$ cat src/rtl/bcd_operand_entry.sv
// bcd_operand_entry: keypad front end for the BCD adder.
// Raw push-buttons are synchronized and edge-detected. The user then enters a
// BCD digit for operand A, a BCD digit for operand B, and a carry-in. The
// committed pair is offered downstream with a valid/ready handshake.
// Optional feature macro: BCD_ENTRY_DEBOUNCE_EN adds a per-key debounce
// filter of DEBOUNCE_CYCLES stable samples ahead of the edge detector.
module bcd_operand_entry #(
  parameter int DEBOUNCE_CYCLES = 4
) (
  input  logic       hz100,
  input  logic       reset,
  input  logic [9:0] digit_key,
  input  logic       enter_key,
  input  logic       clear_key,
  input  logic       cin_key,
  output logic [3:0] op_a,
  output logic [3:0] op_b,
  output logic       cin,
  output logic       out_valid,
  input  logic       out_ready,
  output logic [1:0] phase,
  output logic       multi_err
);

  // Key vector layout: digits in [9:0], then enter, cin, clear.
  localparam int NKEYS     = 13;
  localparam int KEY_ENTER = 10;
  localparam int KEY_CIN   = 11;
  localparam int KEY_CLEAR = 12;

  typedef enum logic [1:0] {
    ST_ENTER_A = 2'b00,
    ST_ENTER_B = 2'b01,
    ST_PRESENT = 2'b10
  } state_t;

  logic [NKEYS-1:0] w_raw;
  logic [NKEYS-1:0] r_sync1;
  logic [NKEYS-1:0] r_sync2;
  logic [NKEYS-1:0] w_level;
  logic [NKEYS-1:0] r_prev;
  logic [NKEYS-1:0] w_press;

  logic [9:0]       w_digits;
  logic             w_any_digit;
  logic             w_multi;
  logic [3:0]       w_digit_val;

  state_t           r_state;
  logic [3:0]       r_op_a;
  logic [3:0]       r_op_b;
  logic             r_cin;
  logic             r_a_set;
  logic             r_b_set;
  logic             r_out_valid;
  logic             r_multi_err;

  assign w_raw = {clear_key, cin_key, enter_key, digit_key};

  // Two-flop synchronizer on every raw key.
  // NOTE: sequential state is updated with non-blocking assignments so every
  // flop samples the pre-edge value of its neighbours, exactly like hardware.
  always_ff @(posedge hz100 or negedge reset) begin
    if (!reset) begin
      r_sync1 <= '0;
      r_sync2 <= '0;
    end else begin
      r_sync1 <= w_raw;
      r_sync2 <= r_sync1;
    end
  end

`ifdef BCD_ENTRY_DEBOUNCE_EN
  // The accepted level flips once the synchronized key has disagreed with it
  // on DEBOUNCE_CYCLES consecutive samples; any agreeing sample restarts it.
  localparam logic [7:0] DEB_LAST = 8'(DEBOUNCE_CYCLES - 1);

  logic [NKEYS-1:0] r_level;
  logic [7:0]       r_cnt [NKEYS];

  // Per-key debounce counters and accepted levels.
  // NOTE: the counter array is reset along with everything else because it is
  // control state; a power-up count would otherwise accept a phantom press.
  always_ff @(posedge hz100 or negedge reset) begin
    if (!reset) begin
      r_level <= '0;
      for (int i = 0; i < NKEYS; i++) r_cnt[i] <= '0;
    end else begin
      for (int i = 0; i < NKEYS; i++) begin
        if (r_sync2[i] == r_level[i]) begin
          r_cnt[i] <= '0;
        end else if (r_cnt[i] == DEB_LAST) begin
          r_level[i] <= r_sync2[i];
          r_cnt[i]   <= '0;
        end else begin
          r_cnt[i] <= r_cnt[i] + 8'd1;
        end
      end
    end
  end

  assign w_level = r_level;
`else
  // Without the filter the parameter has no effect; keep it referenced.
  logic w_unused_debounce;
  assign w_unused_debounce = (DEBOUNCE_CYCLES > 0);
  assign w_level = r_sync2;
`endif

  // Previous accepted level, for rising-edge detection.
  always_ff @(posedge hz100 or negedge reset) begin
    if (!reset) r_prev <= '0;
    else        r_prev <= w_level;
  end

  assign w_press     = w_level & ~r_prev;
  assign w_digits    = w_press[9:0];
  assign w_any_digit = |w_digits;
  // Clearing the lowest set bit leaves something only if two or more are set.
  assign w_multi     = |(w_digits & (w_digits - 10'd1));

  // Encode the pressed digit; only meaningful when exactly one digit is set,
  // so the result is always in 0..9.
  // NOTE: every combinational output gets a default before the loop so no
  // path leaves it unassigned, which would infer a latch.
  always_comb begin
    w_digit_val = '0;
    for (int i = 0; i < 10; i++) begin
      if (w_digits[i]) w_digit_val = 4'(i);
    end
  end

  // Entry FSM with registered operands, handshake and error pulse.
  // Priority per cycle: clear > enter > digit > cin. An enter press that is
  // not allowed to advance the state is ignored and lets lower keys through.
  always_ff @(posedge hz100 or negedge reset) begin
    if (!reset) begin
      r_state     <= ST_ENTER_A;
      r_op_a      <= '0;
      r_op_b      <= '0;
      r_cin       <= 1'b0;
      r_a_set     <= 1'b0;
      r_b_set     <= 1'b0;
      r_out_valid <= 1'b0;
      r_multi_err <= 1'b0;
    end else begin
      r_multi_err <= w_multi;
      if (w_press[KEY_CLEAR]) begin
        r_state     <= ST_ENTER_A;
        r_op_a      <= '0;
        r_op_b      <= '0;
        r_cin       <= 1'b0;
        r_a_set     <= 1'b0;
        r_b_set     <= 1'b0;
        r_out_valid <= 1'b0;
      end else begin
        case (r_state)
          ST_ENTER_A: begin
            if (w_press[KEY_ENTER] && r_a_set) begin
              r_state <= ST_ENTER_B;
            end else if (w_any_digit) begin
              if (!w_multi) begin
                r_op_a  <= w_digit_val;
                r_a_set <= 1'b1;
              end
            end else if (w_press[KEY_CIN]) begin
              r_cin <= ~r_cin;
            end
          end
          ST_ENTER_B: begin
            if (w_press[KEY_ENTER] && r_b_set) begin
              r_state     <= ST_PRESENT;
              r_out_valid <= 1'b1;
            end else if (w_any_digit) begin
              if (!w_multi) begin
                r_op_b  <= w_digit_val;
                r_b_set <= 1'b1;
              end
            end else if (w_press[KEY_CIN]) begin
              r_cin <= ~r_cin;
            end
          end
          ST_PRESENT: begin
            if (r_out_valid && out_ready) begin
              r_state     <= ST_ENTER_A;
              r_op_a      <= '0;
              r_op_b      <= '0;
              r_cin       <= 1'b0;
              r_a_set     <= 1'b0;
              r_b_set     <= 1'b0;
              r_out_valid <= 1'b0;
            end
          end
          default: begin
            r_state     <= ST_ENTER_A;
            r_out_valid <= 1'b0;
          end
        endcase
      end
    end
  end

  assign op_a      = r_op_a;
  assign op_b      = r_op_b;
  assign cin       = r_cin;
  assign out_valid = r_out_valid;
  assign phase     = r_state;
  assign multi_err = r_multi_err;

endmodule

$ cat config.mk
export PLATFORM = sky130hd
export DESIGN_NAME = bcd_operand_entry
export DESIGN_NICKNAME = d
export VERILOG_FILES = /design/src/rtl/bcd_operand_entry.sv
export SDC_FILE = /design/constraint.sdc
export NUM_CORES = 1
export LEC_CHECK = 0
export BUFFER_PORTS_ARGS = -buffer_cell sky130_fd_sc_hd__buf_2
export CAP_MARGIN = 15
export CORE_ASPECT_RATIO = 1.2
export CORE_MARGIN = 1.5
export CORE_UTILIZATION = 50
export DETAILED_ROUTE_END_ITERATION = 16
export PLACE_DENSITY = 0.7
export SYNTH_ARGS = -nofsm -noshare
export SYNTH_HDL_FRONTEND = slang
export SYNTH_SLANG_ARGS = --single-unit
$ cat constraint.sdc
create_clock -name hz100 -period 4.7 [get_ports hz100]
set_input_delay 1.175 -clock hz100 [delete_from_list [all_inputs] [get_ports hz100]]
set_output_delay 1.175 -clock hz100 [all_outputs]
set_load 0.02 [all_outputs]
# Word-level counts from Yosys, hierarchy flattened
# Index checks and enable logic that the tools add are counted.
# W data, S select, Z words.
dict set report word_totals {
  out_inout_bits 13
  reg_bits 54
  inputBits 16
}
dict set report classes {
  muxes 41
  n_bitwise 4
  n_eq_ne 12
  addsub 1
  n_reduce_logical 14
}
# operator count
set ops {}
lappend ops {{$mux W4} 12}
lappend ops {{$ne A3 B3 Y1 const B} 9}
lappend ops {{$reduce_or A10 Y1} 2}
lappend ops {{$pmux W4 S2} 2}
lappend ops {{$mux W1} 15}
lappend ops {{$and A13 B13 Y13} 1}
lappend ops {{$not A13 Y13} 1}
lappend ops {{$mux W2} 6}
lappend ops {{$and A10 B10 Y10} 1}
lappend ops {{$reduce_and A5 Y1} 2}
lappend ops {{$sub A10 B1 Y10 const B} 1}
lappend ops {{$pmux W1 S3} 2}
lappend ops {{$pmux W2 S3} 1}
lappend ops {{$reduce_and A3 Y1} 2}
lappend ops {{$reduce_bool A3 Y1} 2}
lappend ops {{$pmux W1 S2} 2}
lappend ops {{$reduce_and A4 Y1} 1}
lappend ops {{$reduce_bool A4 Y1} 1}
lappend ops {{$logic_and A1 B1 Y1} 3}
lappend ops {{$mux W3} 1}
lappend ops {{$eq A2 B1 Y1 const B} 1}
lappend ops {{$eq A2 B2 Y1 const B} 1}
lappend ops {{$logic_not A2 Y1} 1}
lappend ops {{$ne A2 B2 Y1 const B} 1}
lappend ops {{$not A1 Y1} 1}

# Depth between registers and ports, before layout
dict set report logic_depth {
  depth_word 16
  ltp_mapped 7
}

# Least setup slack after synthesis
# OpenSTA, ideal clock, no wires.
dict set report synth_timing {
  kind {input -> register}
  from {input out_ready}
  to {register r_op_b[0], in the netlist op_b[0]}
  required_ns 4.575
  t_arrival_ns 2.173
  stages 5
  slack_ns 2.402
  n_path_buf 0
  path_cell_list {nand2_1 -> o21ai_0 -> a31oi_1 -> a41oi_4 -> mux2_4}
}
dict set report synth_via {
  elab_chain_cells 3
}
# element line_no
set synth_lines {}
lappend synth_lines {{start: declaration} 20} ;# input logic out_ready,
lappend synth_lines {{$logic_and A1 B1 Y1} 184} ;# if (r_out_valid && out_ready) begin
lappend synth_lines {{$ne A3 B3 Y1 (no line)} --}
lappend synth_lines {{$reduce_and A5 Y1 (no line)} --}
lappend synth_lines {{end signal: assignment} 176} ;# r_op_b <= w_digit_val;
lappend synth_lines {{end: declaration} 51} ;# logic [3:0] r_op_b;
# No other way between the ends.
# A chain may end at the register's enable or synchronous reset.

# Worst setup path in the final report
dict set report layout_timing {
  from {register r_sync2[6]}
  to {register r_op_b[1], in the netlist op_b[1]}
}
dict set report layout_via {
  elab_chain_cells 10
  word_cells_on_any_way 17
  classes_between {add/sub (1); eq/ne (2); mux (9); bitwise (2); reduce/logical (3)}
}
# element line_no
set layout_lines {}
lappend layout_lines {{start: declaration} 39} ;# logic [NKEYS-1:0] r_sync2;
lappend layout_lines {{start signal: assignment} 69} ;# r_sync2 <= r_sync1;
lappend layout_lines {{$and A13 B13 Y13 *} 116} ;# assign w_press = w_level & ~r_prev;
lappend layout_lines {{branches (longest 9 deep; another with $sub A10 B1 Y10)} --}
# Mark *: on every way between the ends. The select of a mux whose other input is x is not followed.

==> qor.csv <==
stage;metric;value;unit
logic_synthesis;Cell Area, Synth;1980;sq um
route;Pre-Repair DR Iteration Count;3;
final_layout;# nets final;188;
clock_tree;Reg clk slew, reported paths;0.09;ns
floorplan;Horiz. Die Dim;60.4;um
clock_tree;CTS H-tree depth;2;
logic_synthesis;syn_area_per_cell;14.4;sq um
worst_setup_path;reg2reg path depth;7;
timing;total negative setup slack;0;ns
clock_tree;CTS max path bufs;2;
timing;RSZ-0062 raised after global routing;false;
grt;grt total ovfl;0;
timing;max_slew headroom;70.0;%
logic_synthesis;synth warn;0;
route;drt drc;0;
final_layout;P&R area growth vs syn;16.8;%
worst_setup_path;CP arrival;2.49;ns
hold_path;min-delay src;r_sync1[0]$_DFF_PN0_;
clock_tree;CTS Buf Count;5;
worst_setup_path;Critical Path Sink Type;register;
timing;Final period util;48.9;%
grt;number of global-route vias before repair;1211;
floorplan;Die Y;71.9;um
clock_tree;TritonCTS clock tree;done;
worst_setup_path;CP Class;reg2reg;
placed_design;detailed placer's ending HPWL;2140;um
final_layout;ant diodes;0;
worst_setup_path;R2R Setup Slk;2.40;ns
floorplan;Std-Cell Rows;24;
timing;Worst Tran Pin Value;0.450;ns
placed_design;PortBufs;28;
run;Max Cap Viol;0;
timing;Max Freq;435;MHz
logic_synthesis;flops & latches, synth;54;
logic_synthesis;Post-synth EDFFs;0;
route;Vias/cell;4.87;
final_layout;fillers;314;
route;ANT nets after route;0;
timing;Final Hold Viols;0;
timing;worst hold slack;0.352;ns
clock_tree;# resized after CTS;0;
floorplan;die area;4340;sq um
logic_synthesis;Synth cell types;38;
worst_setup_path;WP data required;4.89;ns
timing;count of final setup violators;0;
final_layout;Non-Filler Instances;225;
hold_path;worst hold path class;reg2reg;
grt;GRT Overall Usage;16.8;%
route;routed len/inst;13.3;um
floorplan;IO Pins;29;
timing;Final min period;2.30;ns
hold_path;Hold Path Depth;0;
floorplan;Initial Util;53.1;%
worst_setup_path;r2r startpoint;r_sync2[6]$_DFF_PN0_;
power;Leak Pwr;0.00106;uW
final_layout;fin util;62.0;%
route;via count;1096;
logic_synthesis;count leader, synth;dfrtp_1;
final_layout;layout cells sized above 1;29.5;%
timing;clock skew;0.00487;ns
worst_setup_path;RR Endpoint;op_b[1]$_DFFE_PN0P_;
power;IR drop worst, VDD;259;uV
status;status;completed;
clock_tree;clk_lat worst skew;0.30;ns
placed_design;placed cells;216;
logic_synthesis;largest area contributor in the netlist;dfrtp_1;
clock_tree;clk sinks;54;
timing;Final Max Slew Viols;0;
route;drt first-iter violations;41;
logic_synthesis;top_reg_cell synth;dfrtp_1;
worst_setup_path;Crit Path Max Fanout;5;
hold_path;Hold Path End;r_sync2[0]$_DFF_PN0_;
logic_synthesis;async set or reset register ratio after synthesis;100;%
logic_synthesis;Synth top area share;68.4;%
worst_setup_path;Startpoint Class;register;
clock_tree;Post-CTS Setup Inserts;0;
grt;first-pass GRT wire length;5360;um
grt;pin count of the biggest net entering global routing;55;
floorplan;core box area;3720;sq um
clock_tree;CTS root buf;clkbuf_8;
logic_synthesis;synthesized instance count;137;
clock_tree;# hold bufs at CTS;0;
logic_synthesis;Synth area leaders;dfrtp_1 68%, mux2_4 3.0%, mux2_1 2.8%;
grt;antenna violations before repair;0;
logic_synthesis;sequential element share of the synthesized area;68.4;%
logic_synthesis;top cell types by occurrence after synthesis;54 x dfrtp_1, 11 x nor2_1, 9 x a21oi_1, 9 x nand2b_1, 6 x nand2_1;
placed_design;RD Place Congestion;0.769;
logic_synthesis;syn_nets;153;
power;Final Power;1140;uW
power;Pwr per Cell Area;494;nW/um^2
route;Total Routed Length;3000;um
==> per-stage QoR <==
step / instance area, sq um / setup slack (ns)
global route: 2310 / 2.27
CTS: 2290 / 2.37
floorplan: 1980 / 2.40
finish: 2310 / 2.40
global placement: 2180 / 2.23
detailed placement: 2180 / 2.17
==> power breakdown <==
group	switching (uW)	internal (uW)
logic	147	117
registers	49.1	529
clock network	139	159
total	335	804
==> sequential cells by signal, summed over array words and instances (netlist names) <==
register	flops
r_sync1	13
op_a	4
r_prev	13
r_sync2	13
multi_err	1
op_b	4
r_b_set	1
cin	1
r_a_set	1
phase	2
out_valid	1
==> layout by cell type, fill, tap and decap left out, drive strengths merged <==
master / instances
a21oi: 9
a22oi: 1
a31oi: 2
a41oi: 1
and2: 3
and2b: 1
and3: 2
buf: 29
bufinv: 1
clkbuf: 6
clkinvlp: 1
dfrtp: 54
inv: 2
maj3: 1
mux2: 9
mux2i: 2
nand2: 7
nand2b: 9
nand3: 1
nor2: 11
nor2b: 5
nor3: 2
nor4: 2
nor4b: 1
o2111ai: 1
o21ai: 3
o21ba: 1
o221ai: 1
o22ai: 1
o31a: 1
or3: 1
xnor2: 1
xor2: 1
==> cells by family after synthesis <==
family / count (synthesis) / share of synthesized area [%]
adder cells (fa/ha/maj): 1 / 0.506
XOR/XNOR: 2 / 0.886
multiplexers: 11 / 6.90
flip-flops: 54 / 68.4
AND/OR/NAND/NOR: 45 / 14.0
AO/OA/AOI/OAI: 21 / 8.80
buffers and inverters: 3 / 0.569
==> routing by layer <==
layer,part of all wire [%],vias to the layer above,track usage (%),wire [um]
met5,0,-,0,0
met4,1.3,0,6.91,38
met3,4.3,4,6.32,128
met2,52,27,26.2,1550
met1,43,526,20.9,1290
li1,-,539,-,-
==> how the worst max path moves through the flow <==
stage	endpoint	startpoint	cells past startpoint	slack, ns
finish	op_b[1]$_DFFE_PN0P_	r_sync2[6]$_DFF_PN0_	7	2.40
global placement	op_b[3]$_DFFE_PN0P_	out_ready	6	2.23
global route	op_b[0]$_DFFE_PN0P_	r_sync2[6]$_DFF_PN0_	7	2.27
floorplan	op_b[0]$_DFFE_PN0P_	out_ready	5	2.40
detailed placement	op_b[0]$_DFFE_PN0P_	out_ready	6	2.17
CTS	op_b[0]$_DFFE_PN0P_	r_sync2[6]$_DFF_PN0_	7	2.37
==> worst max-delay path, stage by stage (launching register included) <==
cell     delay, ns
dfrtp_1       0.39
nor2b_4       0.14
nor4_4        0.35
and3_4        0.27
mux2i_1       0.25
nand2_2       0.10
a41oi_4       0.36
mux2_4        0.33
==> area by class of cell <==
class	instances	area [sq um]	share of cell area, %
inverters	2	7.51	0.325
repair buffers	29	160	6.94
well taps	52	65.1	2.82
multi-input cells	80	614	26.6
clock buffers	6	72.6	3.14
clock inverters	2	37.5	1.63
flip-flops and latches	54	1350	58.5
No activity file was read; power rests on OpenSTA's default activity.
